## src/rtl/execute_stage_pkg.sv

```systemverilog
// Shared types for the execute stage: opcodes, register/address types,
// the execute-to-store packet and small opcode classification helpers.
package execute_stage_pkg;

    localparam int XLEN        = 64;
    localparam int PHYS_ADDR_W = 21;

    typedef logic [PHYS_ADDR_W-1:0] phys_memory_address_t;
    typedef logic [3:0]             reg_index_t;

    typedef enum logic [4:0] {
        OP_NOP   = 5'd0,
        OP_MOV   = 5'd1,
        OP_ADD   = 5'd2,
        OP_SUB   = 5'd3,
        OP_AND   = 5'd4,
        OP_OR    = 5'd5,
        OP_XOR   = 5'd6,
        OP_SHL   = 5'd7,
        OP_SHR   = 5'd8,
        OP_CMP   = 5'd9,
        OP_MUL   = 5'd10,
        OP_JMP   = 5'd11,
        OP_JEQ   = 5'd12,
        OP_JNE   = 5'd13,
        OP_JLT   = 5'd14,
        OP_LOAD  = 5'd15,
        OP_STORE = 5'd16
    } exec_op_t;

    typedef enum logic {
        MUL_IDLE,
        MUL_RUN
    } mul_state_t;

    // Raw 5-bit opcode is carried so that illegal codes are echoed unchanged.
    typedef struct packed {
        logic [4:0]           opcode;
        reg_index_t           dst_reg;
        logic                 write_reg;
        logic [XLEN-1:0]      value;
        phys_memory_address_t mem_addr;
        logic                 branch_taken;
        phys_memory_address_t branch_target;
        logic                 illegal;
    } ExecuteToStoreBus;

    // Ops whose result lands in the register file.
    function automatic logic op_writes_reg(input logic [4:0] code);
        logic wr;
        case (code)
            OP_MOV, OP_ADD, OP_SUB, OP_AND, OP_OR, OP_XOR,
            OP_SHL, OP_SHR, OP_MUL, OP_LOAD: wr = 1'b1;
            default:                         wr = 1'b0;
        endcase
        return wr;
    endfunction

endpackage

```

## src/rtl/execute_stage_if.sv

```systemverilog
// Decode->execute and execute->store valid/ready buses.
interface dec_exec_if
    import execute_stage_pkg::*;
#(
    parameter int DATA_W = 64,
    parameter int ADDR_W = 21
);
    logic              valid;
    logic              ready;
    logic [4:0]        opcode;
    reg_index_t        dst_reg;
    logic [DATA_W-1:0] src_a;
    logic [DATA_W-1:0] src_b;
    logic [DATA_W-1:0] src_c;
    logic [ADDR_W-1:0] pc;
    logic [ADDR_W-1:0] target;

    modport master (
        output valid, opcode, dst_reg, src_a, src_b, src_c, pc, target,
        input  ready
    );
    modport slave (
        input  valid, opcode, dst_reg, src_a, src_b, src_c, pc, target,
        output ready
    );
endinterface

interface exec_store_if
    import execute_stage_pkg::*;
#(
    parameter int DATA_W = 64,
    parameter int ADDR_W = 21
);
    logic              valid;
    logic              ready;
    logic [4:0]        opcode;
    reg_index_t        dst_reg;
    logic              write_reg;
    logic [DATA_W-1:0] value;
    logic [ADDR_W-1:0] mem_addr;
    logic              branch_taken;
    logic [ADDR_W-1:0] branch_target;
    logic              illegal;

    modport master (
        output valid, opcode, dst_reg, write_reg, value, mem_addr,
               branch_taken, branch_target, illegal,
        input  ready
    );
    modport slave (
        input  valid, opcode, dst_reg, write_reg, value, mem_addr,
               branch_taken, branch_target, illegal,
        output ready
    );
endinterface

```

## src/rtl/execute_stage_multiplier.sv

```systemverilog
// Iterative shift-and-add multiplier: one DATA_W/MUL_STEPS-bit slice of B per
// cycle. The final step's sum is presented combinationally with done, so the
// caller registers the product on the same edge the FSM returns to idle.
module exec_multiplier
    import execute_stage_pkg::*;
#(
    parameter int DATA_W    = 64,
    parameter int MUL_STEPS = 4
) (
    input  logic              clk,
    input  logic              reset,
    input  logic              abort,
    input  logic              start,
    input  logic [DATA_W-1:0] a,
    input  logic [DATA_W-1:0] b,
    output logic              busy,
    output logic              done,
    output logic [DATA_W-1:0] product
);
    localparam int SLICE_W = DATA_W / MUL_STEPS;
    localparam int STEP_W  = (MUL_STEPS > 1) ? $clog2(MUL_STEPS) : 1;
    localparam logic [STEP_W-1:0] LAST_STEP = STEP_W'(MUL_STEPS - 1);

    mul_state_t        state_reg, state_next;
    logic [STEP_W-1:0] step_reg, step_next;
    logic [DATA_W-1:0] acc_reg, acc_next;
    logic [DATA_W-1:0] a_reg, a_next;
    logic [DATA_W-1:0] b_reg, b_next;
    logic [DATA_W-1:0] partial;

    // A is pre-shifted by one slice per step, so the low slice of the
    // right-shifting B always supplies the current multiplier digit.
    assign partial = a_reg * {{(DATA_W-SLICE_W){1'b0}}, b_reg[SLICE_W-1:0]};
    assign product = acc_reg + partial;
    assign busy    = (state_reg == MUL_RUN);

    // State, step counter and datapath registers.
    always_ff @(posedge clk) begin
        if (reset) begin
            state_reg <= MUL_IDLE;
            step_reg  <= '0;
            acc_reg   <= '0;
            a_reg     <= '0;
            b_reg     <= '0;
        end else begin
            state_reg <= state_next;
            step_reg  <= step_next;
            acc_reg   <= acc_next;
            a_reg     <= a_next;
            b_reg     <= b_next;
        end
    end

    // Next-state and step/accumulate logic.
    always_comb begin
        state_next = state_reg;
        step_next  = step_reg;
        acc_next   = acc_reg;
        a_next     = a_reg;
        b_next     = b_reg;
        done       = 1'b0;
        case (state_reg)
            MUL_IDLE: begin
                if (start && !abort) begin
                    state_next = MUL_RUN;
                    step_next  = '0;
                    acc_next   = '0;
                    a_next     = a;
                    b_next     = b;
                end
            end
            MUL_RUN: begin
                if (abort) begin
                    state_next = MUL_IDLE;
                    step_next  = '0;
                end else begin
                    acc_next = acc_reg + partial;
                    a_next   = a_reg << SLICE_W;
                    b_next   = b_reg >> SLICE_W;
                    if (step_reg == LAST_STEP) begin
                        done       = 1'b1;
                        state_next = MUL_IDLE;
                        step_next  = '0;
                    end else begin
                        step_next = step_reg + STEP_W'(1);
                    end
                end
            end
            default: state_next = MUL_IDLE;
        endcase
    end

endmodule

```

## src/rtl/execute_stage.sv

```systemverilog
// In-order scalar execute stage: ALU, compare/branch resolution, address
// generation and an iterative multiplier feeding one registered result
// packet toward the store stage.
module execute_stage
    import execute_stage_pkg::*;
#(
    parameter int core_id   = 0,
    parameter int DATA_W    = 64,
    parameter int ADDR_W    = 21,
    parameter int MUL_STEPS = 4
) (
    input  logic       clk,
    input  logic       reset,
    input  logic       flush,
    dec_exec_if.slave  dec,
    exec_store_if.master st
);
    exec_op_t          op;
    logic              accept;
    logic              mul_start;
    logic              mul_busy;
    logic              mul_done;
    logic [DATA_W-1:0] mul_product;
    logic [ADDR_W-1:0] addr_sum;

    ExecuteToStoreBus  st_reg;
    ExecuteToStoreBus  alu_pkt;
    ExecuteToStoreBus  mul_pkt;
    logic              st_valid_reg;
    logic              flag_z_reg;
    logic              flag_n_reg;
    reg_index_t        mul_dst_reg;

    assign op = exec_op_t'(dec.opcode);

    // Nothing enters while the multiplier owns the stage, while a flush is
    // cleaning up, or while the output slot is held by back-pressure.
    assign dec.ready = !flush && !mul_busy && (!st_valid_reg || st.ready);
    assign accept    = dec.valid && dec.ready;
    assign mul_start = accept && (op == OP_MUL);

    // Address generation wraps silently inside the physical address space.
    assign addr_sum = dec.src_a[ADDR_W-1:0] + dec.src_b[ADDR_W-1:0];

    exec_multiplier #(
        .DATA_W    (DATA_W),
        .MUL_STEPS (MUL_STEPS)
    ) u_mul (
        .clk     (clk),
        .reset   (reset),
        .abort   (flush),
        .start   (mul_start),
        .a       (dec.src_a),
        .b       (dec.src_b),
        .busy    (mul_busy),
        .done    (mul_done),
        .product (mul_product)
    );

    // Single-cycle result packet for everything except MUL.
    always_comb begin
        alu_pkt           = '0;
        alu_pkt.opcode    = dec.opcode;
        alu_pkt.dst_reg   = dec.dst_reg;
        alu_pkt.write_reg = op_writes_reg(dec.opcode);
        case (op)
            OP_NOP, OP_CMP, OP_MUL: ;
            OP_MOV: alu_pkt.value = dec.src_a;
            OP_ADD: alu_pkt.value = dec.src_a + dec.src_b;
            OP_SUB: alu_pkt.value = dec.src_a - dec.src_b;
            OP_AND: alu_pkt.value = dec.src_a & dec.src_b;
            OP_OR:  alu_pkt.value = dec.src_a | dec.src_b;
            OP_XOR: alu_pkt.value = dec.src_a ^ dec.src_b;
            OP_SHL: alu_pkt.value = dec.src_a << dec.src_b[5:0];
            OP_SHR: alu_pkt.value = dec.src_a >> dec.src_b[5:0];
            OP_JMP: begin
                alu_pkt.branch_taken  = 1'b1;
                alu_pkt.branch_target = dec.target;
            end
            OP_JEQ: begin
                alu_pkt.branch_taken  = flag_z_reg;
                alu_pkt.branch_target = dec.target;
            end
            OP_JNE: begin
                alu_pkt.branch_taken  = !flag_z_reg;
                alu_pkt.branch_target = dec.target;
            end
            OP_JLT: begin
                alu_pkt.branch_taken  = flag_n_reg;
                alu_pkt.branch_target = dec.target;
            end
            OP_LOAD: alu_pkt.mem_addr = addr_sum;
            OP_STORE: begin
                alu_pkt.mem_addr = addr_sum;
                alu_pkt.value    = dec.src_c;
            end
            default: alu_pkt.illegal = 1'b1;
        endcase
    end

    // Packet produced when the multiplier finishes.
    always_comb begin
        mul_pkt           = '0;
        mul_pkt.opcode    = OP_MUL;
        mul_pkt.dst_reg   = mul_dst_reg;
        mul_pkt.write_reg = 1'b1;
        mul_pkt.value     = mul_product;
    end

    // Condition flags change only when a CMP is accepted; flush keeps them.
    always_ff @(posedge clk) begin
        if (reset) begin
            flag_z_reg <= 1'b0;
            flag_n_reg <= 1'b0;
        end else if (accept && (op == OP_CMP)) begin
            flag_z_reg <= (dec.src_a == dec.src_b);
            flag_n_reg <= ($signed(dec.src_a) < $signed(dec.src_b));
        end
    end

    // Destination of the multiply in flight, echoed when it completes.
    always_ff @(posedge clk) begin
        if (reset) begin
            mul_dst_reg <= '0;
        end else if (mul_start) begin
            mul_dst_reg <= dec.dst_reg;
        end
    end

    // Output slot: load, hold under back-pressure, clear on handshake.
    always_ff @(posedge clk) begin
        if (reset) begin
            st_valid_reg <= 1'b0;
            st_reg       <= '0;
        end else if (flush) begin
            st_valid_reg <= 1'b0;
        end else if (accept && (op != OP_MUL)) begin
            st_valid_reg <= 1'b1;
            st_reg       <= alu_pkt;
        end else if (mul_done) begin
            st_valid_reg <= 1'b1;
            st_reg       <= mul_pkt;
        end else if (st_valid_reg && st.ready) begin
            st_valid_reg <= 1'b0;
            st_reg       <= '0;
        end
    end

    assign st.valid         = st_valid_reg;
    assign st.opcode        = st_reg.opcode;
    assign st.dst_reg       = st_reg.dst_reg;
    assign st.write_reg     = st_reg.write_reg;
    assign st.value         = st_reg.value;
    assign st.mem_addr      = st_reg.mem_addr;
    assign st.branch_taken  = st_reg.branch_taken;
    assign st.branch_target = st_reg.branch_target;
    assign st.illegal       = st_reg.illegal;

endmodule

```

## src/flat_wrapper.sv

```systemverilog
// flat-port wrapper written by rule: the top's interface ports become plain ports
module execute_stage_flat import execute_stage_pkg::*;
#(
    parameter int core_id   = 0,
    parameter int DATA_W    = 64,
    parameter int ADDR_W    = 21,
    parameter int MUL_STEPS = 4
)
  (clk, reset, flush, dec_valid, dec_opcode, dec_dst_reg, dec_src_a, dec_src_b, dec_src_c, dec_pc, dec_target, dec_ready, st_valid, st_opcode, st_dst_reg, st_write_reg, st_value, st_mem_addr, st_branch_taken, st_branch_target, st_illegal, st_ready);
  dec_exec_if #(.DATA_W(DATA_W), .ADDR_W(ADDR_W)) dec_i ();
  exec_store_if #(.DATA_W(DATA_W), .ADDR_W(ADDR_W)) st_i ();
  input  logic clk;
  input  logic reset;
  input  logic flush;
  input wire logic [$bits(dec_i.valid)-1:0] dec_valid;
  input wire logic [$bits(dec_i.opcode)-1:0] dec_opcode;
  input wire logic [$bits(dec_i.dst_reg)-1:0] dec_dst_reg;
  input wire logic [$bits(dec_i.src_a)-1:0] dec_src_a;
  input wire logic [$bits(dec_i.src_b)-1:0] dec_src_b;
  input wire logic [$bits(dec_i.src_c)-1:0] dec_src_c;
  input wire logic [$bits(dec_i.pc)-1:0] dec_pc;
  input wire logic [$bits(dec_i.target)-1:0] dec_target;
  output wire logic [$bits(dec_i.ready)-1:0] dec_ready;
  output wire logic [$bits(st_i.valid)-1:0] st_valid;
  output wire logic [$bits(st_i.opcode)-1:0] st_opcode;
  output wire logic [$bits(st_i.dst_reg)-1:0] st_dst_reg;
  output wire logic [$bits(st_i.write_reg)-1:0] st_write_reg;
  output wire logic [$bits(st_i.value)-1:0] st_value;
  output wire logic [$bits(st_i.mem_addr)-1:0] st_mem_addr;
  output wire logic [$bits(st_i.branch_taken)-1:0] st_branch_taken;
  output wire logic [$bits(st_i.branch_target)-1:0] st_branch_target;
  output wire logic [$bits(st_i.illegal)-1:0] st_illegal;
  input wire logic [$bits(st_i.ready)-1:0] st_ready;
  assign dec_i.valid = dec_valid;
  assign dec_i.opcode = dec_opcode;
  assign dec_i.dst_reg = dec_dst_reg;
  assign dec_i.src_a = dec_src_a;
  assign dec_i.src_b = dec_src_b;
  assign dec_i.src_c = dec_src_c;
  assign dec_i.pc = dec_pc;
  assign dec_i.target = dec_target;
  assign dec_ready = dec_i.ready;
  assign st_valid = st_i.valid;
  assign st_opcode = st_i.opcode;
  assign st_dst_reg = st_i.dst_reg;
  assign st_write_reg = st_i.write_reg;
  assign st_value = st_i.value;
  assign st_mem_addr = st_i.mem_addr;
  assign st_branch_taken = st_i.branch_taken;
  assign st_branch_target = st_i.branch_target;
  assign st_illegal = st_i.illegal;
  assign st_i.ready = st_ready;
  execute_stage #(.core_id(core_id), .DATA_W(DATA_W), .ADDR_W(ADDR_W), .MUL_STEPS(MUL_STEPS)) u_core (.clk(clk), .reset(reset), .flush(flush), .dec(dec_i), .st(st_i));
endmodule
```

## config.mk

```make
export PLATFORM = sky130hd
export DESIGN_NAME = execute_stage_flat
export DESIGN_NICKNAME = d
export VERILOG_FILES = /design/src/rtl/execute_stage_pkg.sv /design/src/rtl/execute_stage_if.sv /design/src/rtl/execute_stage_multiplier.sv /design/src/rtl/execute_stage.sv /design/src/flat_wrapper.sv
export SDC_FILE = /design/constraint.sdc
export NUM_CORES = 2
export LEC_CHECK = 0
export ABC_AREA = 1
export CORE_MARGIN = 8
export CORE_UTILIZATION = 40
export DETAILED_ROUTE_END_ITERATION = 7
export PLACE_DENSITY = 0.59
export RECOVER_POWER = 50
export SYNTH_ARGS = -nofsm -noshare
export SYNTH_HDL_FRONTEND = slang
export SYNTH_SLANG_ARGS = --single-unit
```

## constraint.sdc

```tcl
create_clock -name clk -period 7 [get_ports clk]
set_input_delay 1.4 -clock clk [delete_from_list [all_inputs] [get_ports clk]]
set_output_delay 1.4 -clock clk [all_outputs]
set_load 0.03 [all_outputs]
```

Word-level counts from Yosys, hierarchy flattened
Memories as Yosys holds them, arrays and structs flattened.
Cells that the tools add are included.
W data, S select, Z words.
{"block": "totals", "register_bits": 320, "romBits": 16, "word_cells": 104, "mem_count": 1}
{"memory": "(name not given)", "words": 16, "width": 1, "read_ports": 1, "rd_ports_with_merged_regs": 0, "wr": 0, "line_no": "execute_stage_pkg.sv:51", "text": "case (code)"}
{"block": "classes", "n_addsub": 5, "multipliers": 1, "magnitude_cmp": 1, "n_eq_ne": 21, "shifts": 2, "n_mux": 31, "bitwise_logic": 5, "n_reduce_logical": 20}
{"operator": "$pmux W64 S9", "n": 1}
{"operator": "$mux W64", "n": 6}
{"operator": "$pmux W64 S2", "n": 3}
{"operator": "$mux W118", "n": 3}
{"operator": "$add A64 B64 Y64", "n": 2}
{"operator": "$pmux W22 S4", "n": 1}
{"operator": "$and A64 B64 Y64", "n": 1}
{"operator": "$eq A64 B64 Y1", "n": 1}
{"operator": "$lt A64 B64 Y1", "n": 1}
{"operator": "$mul A64 B16 Y64", "n": 1}
{"operator": "$or A64 B64 Y64", "n": 1}
{"operator": "$shl A64 B6 Y64", "n": 1}
{"operator": "$shr A64 B6 Y64", "n": 1}
{"operator": "$sub A64 B64 Y64", "n": 1}
{"operator": "$xor A64 B64 Y64", "n": 1}
{"operator": "$eq A5 B4 Y1 const B", "n": 8}
{"operator": "$add A21 B21 Y21", "n": 1}
{"operator": "$mux W21", "n": 1}
{"operator": "$eq A5 B3 Y1 const B", "n": 4}
{"operator": "$reduce_or A17 Y1", "n": 1}
{"operator": "$mux W1", "n": 11}
{"operator": "$eq A5 B2 Y1 const B", "n": 2}
{"operator": "$logic_and A1 B1 Y1", "n": 8}
{"operator": "$mux W2", "n": 3}
{"operator": "other kinds (15)", "n": 22}

Depth between registers and ports, before layout
{"block": "depth", "word_depth": 8, "ltp_mapped": 32}

By module
Synthesis repeated with hierarchy kept, for this count alone.
{"block": "hier_totals", "cells_unflattened": 10887, "hier_area_um2": 66961.7}
{"mod": "exec_multiplier", "instances": 1, "cells_each": 5233, "area_each_um2": 38465.6, "seq_area_each_um2": 3903.7}
{"mod": "execute_stage", "instances": 1, "cells_each": 5654, "area_each_um2": 28496.1, "seq_area_each_um2": 2502.4}

Worst setup path before layout
OpenSTA, ideal clock, no wires.
{"block": "synth_timing", "path_type": "reg2reg", "start": "reg u_core.u_mul.b_reg[8]", "end": "reg u_core.st_reg, in the netlist u_core.st.value[58]", "setup_ns": 0.110, "arrival_ns": 5.764, "slack_ns": 1.126, "path_stages_with_launch": 28, "n_path_buf": 2, "synth_period_minus_slack_ns": 5.874, "cell_sequence": "dfxtp_1 clkbuf_1 buf_1 nand2_1 fa_1 inv_1 fa_1 inv_1 fa_1 inv_1 fa_1 fa_1 inv_1 fa_1 inv_1 ha_1 a21oi_1 o21ai_0 a21oi_1 nand2_1 a21boi_0 inv_1 nand2_1 nand4_1 nand3_1 nand3_1 nand2_1 inv_1"}
{"block": "synth_via", "elab_chain_len": 4}
{"item": "from (decl)", "line_no": "execute_stage_multiplier.sv:28", "text": "logic [DATA_W-1:0] b_reg, b_next;"}
{"item": "from (signal assigned)", "line_no": "execute_stage_multiplier.sv:50", "text": "b_reg <= b_next;"}
{"item": "$mul A64 B16 Y64", "line_no": "execute_stage_multiplier.sv:33", "text": "assign partial = a_reg * {{(DATA_W-SLICE_W){1'b0}}, b_reg[SLICE_W-1:0]};"}
{"item": "$add A64 B64 Y64", "line_no": "execute_stage_multiplier.sv:34", "text": "assign product = acc_reg + partial;"}
{"item": "$mux W118", "line_no": "execute_stage.sv:140", "text": "end else if (mul_done) begin"}
{"item": "$mux W118", "line_no": "execute_stage.sv:137", "text": "end else if (accept && (op != OP_MUL)) begin"}
{"item": "to (signal assigned)", "line_no": "execute_stage.sv:139", "text": "st_reg <= alu_pkt;"}
{"item": "to (signal assigned)", "line_no": "execute_stage.sv:142", "text": "st_reg <= mul_pkt;"}
{"item": "to (decl)", "line_no": "execute_stage.sv:26", "text": "ExecuteToStoreBus st_reg;"}
Every way passes these cells.
A chain may end at the register's enable or synchronous reset.

Worst setup path after layout
{"block": "layout_timing", "start": "reg u_core.u_mul.a_reg[7]", "end": "reg u_core.st_reg, in the netlist u_core.st.value[58]"}
{"block": "layout_via", "elab_chain_len": 4}
{"item": "from (decl)", "line_no": "execute_stage_multiplier.sv:27", "text": "logic [DATA_W-1:0] a_reg, a_next;"}
{"item": "from (signal assigned)", "line_no": "execute_stage_multiplier.sv:49", "text": "a_reg <= a_next;"}
{"item": "$mul A64 B16 Y64", "line_no": "execute_stage_multiplier.sv:33"}
{"item": "$add A64 B64 Y64", "line_no": "execute_stage_multiplier.sv:34"}
{"item": "$mux W118", "line_no": "execute_stage.sv:140"}
{"item": "$mux W118", "line_no": "execute_stage.sv:137"}
Every way passes these cells.

==> metrics.txt <==
# TYPE chip_impl_metric gauge
chip_impl_metric{name="reg2reg_setup_slack",unit="ps"} 220
chip_impl_metric{name="power_leakage",unit="nW"} 39.76
chip_impl_metric{name="fillers",unit=""} 17831
chip_impl_metric{name="share_comb_of_total_power",unit="%"} 39.3
chip_impl_metric{name="clock_latency",unit="ps"} 680
chip_impl_info{name="worstSetupEndpointType",value="flop"} 1
chip_impl_metric{name="antenna_left",unit=""} 0
chip_impl_metric{name="synth-xor-area-share",unit="%"} 0.6999
chip_impl_metric{name="clock-sinks",unit=""} 320
chip_impl_metric{name="hold_ws",unit="ps"} 458.6
chip_impl_metric{name="power_frac_seq",unit="%"} 26.2
chip_impl_info{name="clock-root-buffer",value="sky130_fd_sc_hd__clkbuf_16"} 1
chip_impl_metric{name="gp_congestion",unit=""} 1.100
chip_impl_metric{name="postSynthRegisterBits",unit=""} 320
chip_impl_metric{name="synth_fa_ha_area_share",unit="%"} 30.18
chip_impl_metric{name="grt_pass1_wl",unit="um"} 531000
chip_impl_metric{name="cts.repair.resized",unit=""} 0
chip_impl_metric{name="fin_nets",unit=""} 12484
chip_impl_metric{name="finalMaxSlewViolations",unit=""} 182
chip_impl_info{name="criticalPathCategory",value="reg2reg"} 1
chip_impl_metric{name="initial_antenna_violation_count",unit=""} 23
chip_impl_metric{name="max-vdd-ir-drop",unit="V"} 0.0001788
chip_impl_metric{name="slowest_delay",unit="ps"} 560
chip_impl_metric{name="totalNegativeSetupSlack",unit="ps"} 0
chip_impl_metric{name="cts_inserted_buffers",unit=""} 43
chip_impl_metric{name="maxCapViolCount",unit=""} 3
chip_impl_metric{name="worst_slew_pin_slew",unit="ps"} 4088
chip_impl_info{name="grt_setup_unrepaired",value="no"} 1
chip_impl_metric{name="post_syn_instances",unit=""} 10908
chip_impl_metric{name="port-buffer-count",unit=""} 346
chip_impl_metric{name="synth.cell_area",unit="um2"} 66330
chip_impl_metric{name="die_area",unit="um2"} 179100
chip_impl_info{name="commonest_cells_after_routing_fill_and_taps_aside",value="3523 x sky130_fd_sc_hd__nand2_1, 2180 x sky130_fd_sc_hd__inv_1, 1003 x sky130_fd_sc_hd__nand3_1, 816 x sky130_fd_sc_hd__fa_1, 597 x sky130_fd_sc_hd__nor2_1"} 1
chip_impl_metric{name="start_util",unit="%"} 40.25
chip_impl_metric{name="dr.first_iter.drc_count",unit=""} 8077
chip_impl_metric{name="worst_endpoint_required_time",unit="ps"} 7560
chip_impl_info{name="synth_top_family_by_area",value="simple AND/OR/NAND/NOR gates"} 1
chip_impl_metric{name="drt-vias-per-instance",unit=""} 5.622
chip_impl_info{name="run_status",value="finished, violations left"} 1
chip_impl_metric{name="cts.repair_timing.setup_buffer_count",unit=""} 0
chip_impl_info{name="failed_checks",value="capacitance limit, slew limit"} 1
chip_impl_metric{name="boundaryPins",unit=""} 368
chip_impl_info{name="most_common_cell_after_layout_fill_and_taps_aside",value="sky130_fd_sc_hd__nand2_1"} 1
chip_impl_metric{name="power_report.internal_total",unit="mW"} 4.068
chip_impl_info{name="worstSetupStartpointType",value="flop"} 1
chip_impl_metric{name="finalHoldViolCount",unit=""} 0
chip_impl_metric{name="timing.final.crit_share",unit="%"} 96.89
chip_impl_metric{name="yosys-mux-area-fraction",unit="%"} 0.01509
chip_impl_metric{name="clkPwrFrac",unit="%"} 34.6
chip_impl_metric{name="switchingPower",unit="mW"} 3.213
chip_impl_metric{name="cts_hold_repair.buffers",unit=""} 0
chip_impl_metric{name="timing.final.setup_violations",unit=""} 0
chip_impl_metric{name="max_clock_freq",unit="GHz"} 0.1474
chip_impl_metric{name="period_needed",unit="ps"} 6782
chip_impl_metric{name="hpwl",unit="um"} 321700
chip_impl_metric{name="synth.yosys.seq_area_share",unit="%"} 9.659
chip_impl_metric{name="dieWidth",unit="um"} 423.2
chip_impl_metric{name="post_dp_cell_area",unit="um2"} 73780
chip_impl_metric{name="fin_util",unit="%"} 45.76
chip_impl_metric{name="route.detailed.wl_per_inst",unit="um"} 28.48
chip_impl_metric{name="synth_compound_area_share",unit="%"} 10.19
chip_impl_metric{name="number_of_global_route_vias_before_repair",unit=""} 74498
chip_impl_info{name="cell_with_the_biggest_individual_delay_on_the_critical_path",value="sky130_fd_sc_hd__fa_1"} 1
chip_impl_info{name="synth-main-ff-cell",value="sky130_fd_sc_hd__dfxtp_1"} 1
chip_impl_metric{name="h-tree-depth",unit=""} 2
chip_impl_metric{name="synth_warnings",unit=""} 0
chip_impl_metric{name="syn_to_final_growth",unit="%"} 13.70
chip_impl_metric{name="critical_path_peak_fanout",unit=""} 7
chip_impl_metric{name="grt_max_degree",unit=""} 122
chip_impl_metric{name="drc",unit=""} 0
chip_impl_metric{name="switching_share",unit="%"} 44.13
chip_impl_metric{name="final_clock_skew",unit="ps"} 68.57
chip_impl_info{name="path_common_cell",value="sky130_fd_sc_hd__fa_1"} 1
chip_impl_metric{name="synth_simple_gate_area_share",unit="%"} 33.29
chip_impl_metric{name="post_synth.cell_area_avg",unit="um2"} 6.081
chip_impl_metric{name="final_cell_area",unit="um2"} 75410
chip_impl_metric{name="dr.pass1.iters",unit=""} 7
chip_impl_metric{name="chipHeight",unit="um"} 423.2
chip_impl_metric{name="clkSlewWorstSetupHoldPaths",unit="ps"} 60
chip_impl_metric{name="routed_wl",unit="um"} 380700
chip_impl_info{name="worst_min_delay_path_category",value="reg2reg"} 1
chip_impl_metric{name="power_density",unit="nW/um2"} 96.56
chip_impl_metric{name="layout-drive-gt1-share",unit="%"} 5.224
chip_impl_metric{name="synth.net_count",unit=""} 12266
chip_impl_metric{name="crit_arrival",unit="ps"} 7340
chip_impl_metric{name="std_cell_rows",unit=""} 149
chip_impl_metric{name="worst_slew_margin_rel",unit="%"} -172.5
chip_impl_metric{name="synth_enable_flop_cells",unit=""} 0
chip_impl_metric{name="global_route.overflow_total",unit=""} 0
chip_impl_metric{name="number_of_buffers_on_the_longest_clock_path",unit=""} 3
chip_impl_info{name="tritoncts",value="built"} 1
chip_impl_metric{name="gr_util_all_layers",unit="%"} 40.80
chip_impl_metric{name="ffs_w_async_s_r_synth",unit="%"} 0
chip_impl_metric{name="via_count",unit=""} 75137
chip_impl_metric{name="netlist-cell-type-count",unit=""} 46
chip_impl_metric{name="placeableCoreArea",unit="um2"} 164800
per-stage QoR:
step	std cells	total power [mW]	setup WS, ps
2_1_floorplan	10908	3.308	1126
3_3_place_gp	13269	4.692	168.4
3_5_place_dp	13269	4.691	120.7
4_1_cts	13347	7.196	24.57
5_1_grt	13348	7.441	11.11
6_report	13366	7.282	217.9
kinds of logic after synthesis:
kind of cell               after synthesis
adders and majority gates             1110
xor gates and xnor gates                53
and+or+nand+nor                       5391
AOI/OAI and AO/OA                     1234
muxes                                    1
DFF                                    320
buffers and inverters                 2799
cell usage after synthesis, types with 10 or more instances:
| library cell | count | area [um2] |
|---|---|---|
| sky130_fd_sc_hd__nand2_1 | 3524 | 13230 |
| sky130_fd_sc_hd__inv_1 | 2183 | 8194 |
| sky130_fd_sc_hd__nand3_1 | 1007 | 5040 |
| sky130_fd_sc_hd__fa_1 | 816 | 16340 |
| sky130_fd_sc_hd__nor2_1 | 602 | 2260 |
| sky130_fd_sc_hd__a21oi_1 | 510 | 2552 |
| sky130_fd_sc_hd__clkbuf_1 | 404 | 1516 |
| sky130_fd_sc_hd__o21ai_0 | 390 | 1952 |
| sky130_fd_sc_hd__dfxtp_1 | 320 | 6406 |
| sky130_fd_sc_hd__ha_1 | 294 | 3679 |
| sky130_fd_sc_hd__a31oi_1 | 105 | 656.9 |
| sky130_fd_sc_hd__buf_1 | 105 | 394.1 |
| sky130_fd_sc_hd__nand4_1 | 103 | 644.4 |
| sky130_fd_sc_hd__nor3_1 | 74 | 370.4 |
| sky130_fd_sc_hd__buf_2 | 70 | 350.3 |
| sky130_fd_sc_hd__xor2_1 | 49 | 429.2 |
| sky130_fd_sc_hd__o21ai_1 | 46 | 230.2 |
| sky130_fd_sc_hd__o22ai_1 | 45 | 281.5 |
| sky130_fd_sc_hd__o211ai_1 | 40 | 300.3 |
| sky130_fd_sc_hd__inv_2 | 37 | 138.9 |
| sky130_fd_sc_hd__o21bai_1 | 30 | 225.2 |
| sky130_fd_sc_hd__and2_1 | 29 | 181.4 |
| sky130_fd_sc_hd__nand3b_1 | 17 | 127.6 |
| sky130_fd_sc_hd__a211oi_1 | 16 | 120.1 |
| sky130_fd_sc_hd__o221ai_1 | 15 | 131.4 |
| sky130_fd_sc_hd__o21a_1 | 14 | 105.1 |
| sky130_fd_sc_hd__or2_2 | 13 | 81.33 |
| sky130_fd_sc_hd__nor4_1 | 10 | 62.56 |
worst max-delay path, delay by kind of cell, from the launching register on:
kind	cells	cell delay, ps
AOI/OAI and AO/OA	4	1030
adders and majority gates	7	3400
buffers and inverters	6	610
DFF	1	520
and+or+nand+nor	8	1120
power by group through the flow:
stage                     registers (mW)  logic [mW]  clock network [mW]
final                               1.91        2.86                2.52
after global routing                1.91        2.95                2.59
after CTS                           1.91        2.75                2.53
after detailed placement            1.95        2.74                   0
after global placement              1.95        2.74                   0
after floorplan                     1.98        1.32                   0
routing by layer:
layer | vias to the layer above | track usage, % | share of wire [%]
met5 | - | 0 | 0.0071
met4 | 6 | 35.62 | 11
met3 | 1105 | 7.320 | 8.1
met2 | 3811 | 65.60 | 45
met1 | 36593 | 46.61 | 36
li1 | 33622 | - | -
layout make-up:
type                       instances  area [um2]  share of cell area, %
multi-input combinational       7789       49400                  65.51
antenna                           18       45.04                0.05973
tap                             2189        2739                  3.632
timing repair buffer             752        6858                  9.094
clock inverter                    24       359.1                 0.4762
sequential                       320        6465                  8.573
clock buffer                      54        1187                  1.575
inverter                        2220        8356                  11.08
worst paths after layout:
| kind | from | end | cells past startpoint |
|---|---|---|---|
| worst max-delay path | u_core.u_mul.a_reg[7] | u_core.st.value[58] | 25 |
| worst min-delay path | u_core.st.mem_addr[0] | u_core.st.mem_addr[0] | 2 |
| worst max register to register | u_core.u_mul.a_reg[7] | u_core.st.value[58] | 25 |
| worst min register to register | u_core.st.mem_addr[0] | u_core.st.mem_addr[0] | 2 |
Power figures use the tool's default switching activity.
